<file path="config.mk">
export PLATFORM = sky130hd
export DESIGN_NAME = cpu_io_uart_tx
export DESIGN_NICKNAME = d
export VERILOG_FILES = /design/src/rtl/cpu_io_uart_tx.sv
export SDC_FILE = /design/constraint.sdc
export NUM_CORES = 1
export LEC_CHECK = 0
export ABC_AREA = 1
export CORE_ASPECT_RATIO = 0.6
export CORE_MARGIN = 2
export CORE_UTILIZATION = 60
export DETAILED_ROUTE_END_ITERATION = 16
export GPL_TIMING_DRIVEN = 1
export PLACE_DENSITY_LB_ADDON = 0.12
export SYNTH_ARGS = -nofsm -noshare
export SYNTH_HDL_FRONTEND = slang
export SYNTH_SLANG_ARGS = --single-unit
</file>
<file path="constraint.sdc">
create_clock -name clk -period 5.67 [get_ports clk]
set_input_delay 1.701 -clock clk [delete_from_list [all_inputs] [get_ports clk]]
set_output_delay 1.701 -clock clk [all_outputs]
set_load 0.02 [all_outputs]
</file>
<file path="src/rtl/cpu_io_uart_tx.sv">
// Console output path for the CPU's memory-mapped port: each 64-bit io_write word
// is queued in a small FIFO and sent as 8 bytes, LSB byte first, on an 8N1 UART line.
module cpu_io_uart_tx #(
  parameter int CLKS_PER_BIT = 16,
  parameter int FIFO_DEPTH   = 4
) (
  input  logic                          clk,
  input  logic                          rst,
  input  logic                          io_write,
  input  logic [63:0]                   io_data,
  input  logic                          clr_overflow,
  output logic                          tx,
  output logic                          busy,
  output logic [$clog2(FIFO_DEPTH):0]   fifo_count,
  output logic                          overflow,
  output logic [1:0]                    dbg_state
);

  localparam int PW = $clog2(FIFO_DEPTH);
  localparam int CW = PW + 1;
  localparam int BW = $clog2(CLKS_PER_BIT);

  typedef enum logic [1:0] {
    IDLE  = 2'd0,
    START = 2'd1,
    DATA  = 2'd2,
    STOP  = 2'd3
  } state_t;

  state_t          r_state, w_state_nx;
  logic [BW-1:0]   r_baud, w_baud_nx;
  logic [2:0]      r_bit, w_bit_nx;
  logic [2:0]      r_byte, w_byte_nx;
  logic [63:0]     r_shift, w_shift_nx;
  logic            r_tx, w_tx_nx;
  logic            r_busy;
  logic            r_overflow;
  logic [CW-1:0]   r_count, w_count_nx;
  logic [PW-1:0]   r_wr_ptr, r_rd_ptr;
  logic [63:0]     r_mem [FIFO_DEPTH];

  logic            w_full, w_push, w_pop, w_baud_end;
  logic [2:0]      w_bit_inc;
  logic [7:0]      w_cur_byte;

  // io_write has no backpressure: a word offered while full is dropped and flagged.
  assign w_full     = (r_count == CW'(FIFO_DEPTH));
  assign w_push     = io_write && !w_full;
  assign w_pop      = (r_state == IDLE) && (r_count != '0);
  assign w_baud_end = (r_baud == BW'(CLKS_PER_BIT - 1));
  assign w_bit_inc  = r_bit + 3'd1;
  assign w_cur_byte = r_shift[7:0];

  always_comb begin
    case ({w_push, w_pop})
      2'b10:   w_count_nx = r_count + 1'b1;
      2'b01:   w_count_nx = r_count - 1'b1;
      default: w_count_nx = r_count;
    endcase
  end

  // tx is computed for the state/bit being entered so each bit is exactly CLKS_PER_BIT wide.
  always_comb begin
    w_state_nx = r_state;
    w_baud_nx  = r_baud + 1'b1;
    w_bit_nx   = r_bit;
    w_byte_nx  = r_byte;
    w_shift_nx = r_shift;
    w_tx_nx    = r_tx;
    case (r_state)
      IDLE: begin
        w_baud_nx = '0;
        w_tx_nx   = 1'b1;
        if (w_pop) begin
          w_shift_nx = r_mem[r_rd_ptr];
          w_byte_nx  = 3'd0;
          w_state_nx = START;
          w_tx_nx    = 1'b0;
        end
      end
      START: begin
        if (w_baud_end) begin
          w_baud_nx  = '0;
          w_bit_nx   = 3'd0;
          w_state_nx = DATA;
          w_tx_nx    = w_cur_byte[0];
        end
      end
      DATA: begin
        if (w_baud_end) begin
          w_baud_nx = '0;
          if (r_bit == 3'd7) begin
            w_state_nx = STOP;
            w_tx_nx    = 1'b1;
          end else begin
            w_bit_nx = w_bit_inc;
            w_tx_nx  = w_cur_byte[w_bit_inc];
          end
        end
      end
      STOP: begin
        if (w_baud_end) begin
          w_baud_nx = '0;
          if (r_byte == 3'd7) begin
            w_state_nx = IDLE;
            w_byte_nx  = 3'd0;
            w_tx_nx    = 1'b1;
          end else begin
            w_byte_nx  = r_byte + 3'd1;
            w_shift_nx = r_shift >> 8;
            w_state_nx = START;
            w_tx_nx    = 1'b0;
          end
        end
      end
      default: begin
        w_state_nx = IDLE;
        w_baud_nx  = '0;
        w_tx_nx    = 1'b1;
      end
    endcase
  end

  always_ff @(posedge clk) begin
    if (rst) begin
      r_state    <= IDLE;
      r_baud     <= '0;
      r_bit      <= '0;
      r_byte     <= '0;
      r_shift    <= '0;
      r_tx       <= 1'b1;
      r_busy     <= 1'b0;
      r_overflow <= 1'b0;
      r_count    <= '0;
      r_wr_ptr   <= '0;
      r_rd_ptr   <= '0;
    end else begin
      r_state  <= w_state_nx;
      r_baud   <= w_baud_nx;
      r_bit    <= w_bit_nx;
      r_byte   <= w_byte_nx;
      r_shift  <= w_shift_nx;
      r_tx     <= w_tx_nx;
      r_busy   <= (w_state_nx != IDLE) || (w_count_nx != '0);
      r_count  <= w_count_nx;
      if (w_push) r_wr_ptr <= r_wr_ptr + 1'b1;
      if (w_pop)  r_rd_ptr <= r_rd_ptr + 1'b1;
      if (io_write && w_full) r_overflow <= 1'b1;
      else if (clr_overflow)  r_overflow <= 1'b0;
    end
  end

  always_ff @(posedge clk) begin
    if (w_push) r_mem[r_wr_ptr] <= io_data;
  end

  assign tx         = r_tx;
  assign busy       = r_busy;
  assign fifo_count = r_count;
  assign overflow   = r_overflow;
  assign dbg_state  = r_state;

endmodule

</file>
==> out/qor.txt <==
initial antenna violation count = 0
worst IR drop on VDD = 0.291 mV
Register-to-Register Path Depth = 9
crit end category = flip-flop
height of the chip = 124 µm
die area = 25,300 µm²
P_sw = 2.87 mW
Leak Pwr = 6.75 nW
io pins = 76
Worst Hold Class = reg2reg
# nets final = 1,632
Yosys warnings = 0
Finished Layout Cells = 1,891
Cell Pwr Density = 488 nW/µm²
CTS Hold Buffers Added = 0
Crit path buffers/inverters = 2
DR vias/cell = 5.40
ANT nets after route = 0
cell count after synthesis = 1,511
internal power = 5.07 mW
H-tree depth = 1
Unique masters post-synth = 24
worst path cell trace = clkdlybuf4s50_1 -> nand2_1 -> ha_1 -> inv_1 -> fa_1 -> nand2_1 -> o21ai_0 -> nand2_1 -> nand2_1 -> nand2_1 -> nand3b_1
Fmax achieved = 289 MHz
largest net degree at the start of global routing = 77
GRT Util Overall = 0.260
Num CTS Buffers = 31
Root Driver = clkbuf_16
sequential fraction of the synthesis area = 0.657
Remaining DRCs = 0
Port Buffers = 75
CTS tree = done
post-CTS sizing = 0
vias in the first global route = 9,364
Worst path max stage delay = 490 ps
critical path's top delay family = simple AND/OR/NAND/NOR gates
GRT Residual Overflow = 0
CP Capture Point = busy$_SDFF_PP0_
post-route minimum period = 3460 ps
Sink Count = 344
status = complete, no violations
Post-CTS Setup Repair Bufs = 0
initial detailed-routing violation count = 887
Synth area leader = edfxtp_1
Placed Cells = 1,835
Post-synth EDFFs = 256
Final Instance Area = 16,300 µm²
Worst Tran Pin Value = 1010 ps
register share of total power = 0.437
Placed Area = 15,300 µm²
P&R area growth vs syn = 13.1%
clock share of power = 0.256
Final setup viols = 0
Final Cycle Share = 0.610
# Max-Cap Violations = 0
Clock Latency Late Sink = 560 ps
First-pass DRT Iterations = 7
total power = 7.93 mW
clock-pin slew on the worst setup and hold paths = 70 ps
drt total wl = 32.2 mm
Clock Skew = 12.5 ps
Synth area leaders = edfxtp_1, nand2_1, dfxtp_1
crit path launch type = input pin
most frequent cell after synthesis = nand2_1
Starting Density = 0.617
die width = 204 µm
worst path required time = 6110 ps
Critical Path Start = io_write
HPWL Detailed = 17.9 mm
Yosys top cell area share = 0.535
Crit Path Class = in2reg
most frequent cells after synthesis = nand2_1, edfxtp_1, nor2_1
flops & latches, synth = 344
final worst slack = 2210 ps
fillers = 1,758
Reg2Reg Setup Slack = 2730 ps
GP Congestion = 0.809
R2R Path Start = dbg_state[1]$_SDFF_PP0_
diode count = 0
RSZ-0062 raised after global routing = false
DR vias = 10,203
global-route wire length before repair = 50.5 mm
Sw Share = 0.362
Hold WS = 469 ps
Levels on crit path = 11
Avg Inst Size Synth = 9.52 µm²
row count = 43
Final Hold Fails = 0
Max transition margin = 0.328
crit-path most repeated cell = nand2_1
Critical R2R Capture = r_shift[13]$_SDFFE_PP0P_
clk buf depth = 3
Slew Limit Fails = 0
Routed WL per cell = 17.1 µm
prevailing post-synth register cell = edfxtp_1
pre-CTS setup slack = 1670 ps
Worst path slowest cell = fa_1
Core ar. = 23,300 µm²
Cell Area, Synth = 14,400 µm²
Crit Path Max Fanout = 9
Mapped Nets = 1,590
Post-synth ARST share = 0
Setup TNS Final = 0 ps
share of cells above drive strength 1 = 0.0489
crit path DAT = 3900 ps
Util after Layout = 0.698
combinational share of power = 0.307
-- layer usage --
layer	up-vias	wire length (µm)	global-route usage
met5	-	0	0
met4	0	461	0.0502
met3	42	2800	0.0539
met2	368	13800	0.388
met1	4793	15200	0.399
li1	5000	-	-
-- state kept, by name, indices dropped and copies added (netlist names), named ones only --
signal      flops
r_shift        64
dbg_state       2
tx              1
r_mem         256
fifo_count      3
r_rd_ptr        2
r_baud          4
r_byte          3
busy            1
r_bit           3
r_wr_ptr        2
overflow        1
-- worst reg2reg max path, cell delays in order (launching register included) --
cell     delay [ps]
dfxtp_1         370
nand2_2          70
buf_4           640
inv_2           100
buf_4           360
nand2_2         200
buf_4           550
nand3_1         330
nor2_1          160
nor2_1           50
-- area by class of cell --
type	count	area, µm²	share of cell area
Tap cell	315	394	0.0242
Sequential cell	344	9460	0.582
Multi-Input combinational cell	994	4200	0.258
Clock inverter	15	113	0.00693
Timing Repair Buffer	88	873	0.0537
Inverter	94	354	0.0218
Clock buffer	41	866	0.0533
-- how the worst min path moves through the flow --
stage / startpoint / endpoint / slack (ps) / cells past startpoint
final: r_shift[59]$_SDFFE_PP0P_ / r_shift[59]$_SDFFE_PP0P_ / 470 / 2
after floorplan: r_baud[0]$_SDFF_PP0_ / r_baud[0]$_SDFF_PP0_ / 420 / 1
after CTS: r_shift[58]$_SDFFE_PP0P_ / r_shift[58]$_SDFFE_PP0P_ / 460 / 2
after global placement: r_baud[0]$_SDFF_PP0_ / r_baud[0]$_SDFF_PP0_ / 430 / 1
after detailed placement: r_shift[58]$_SDFFE_PP0P_ / r_shift[58]$_SDFFE_PP0P_ / 450 / 2
after global routing: r_baud[0]$_SDFF_PP0_ / r_baud[0]$_SDFF_PP0_ / 490 / 1
-- cell families after synthesis --
kind of cell / after synthesis / synth area share
AOI/OAI and AO/OA: 101 / 0.0352
xor gates and xnor gates: 2 / 0.00122
adders and majority gates: 11 / 0.0101
buffers and inverters: 173 / 0.0527
DFF: 344 / 0.657
and+or+nand+nor: 880 / 0.244
-- power by group through the flow --
stage	logic, mW	registers, mW	clock network, mW
6_report	2.44	3.47	2.03
5_1_grt	2.78	3.51	2.15
4_1_cts	2.43	3.46	2.05
3_5_place_dp	2.41	3.51	0
3_3_place_gp	2.36	3.50	0
2_1_floorplan	1.86	3.38	0
-- cell usage in the layout (no fill, tap or decap), types with 2 or more instances in the layout --
cell / n
clkinv_1: 5
clkinv_2: 5
o21ai_0: 28
inv_1: 87
nor2_4: 4
clkdlybuf4s50_1: 75
nand2_2: 5
xor2_1: 2
buf_4: 11
nand3_1: 127
inv_2: 5
nand2_1: 516
nand2_4: 2
clkinvlp_4: 4
dfxtp_1: 86
nor2_1: 222
dfxtp_4: 2
a21oi_1: 73
ha_1: 10
buf_12: 2
clkbuf_16: 33
clkbuf_1: 7
edfxtp_1: 256
Power figures use the tool's default switching activity.
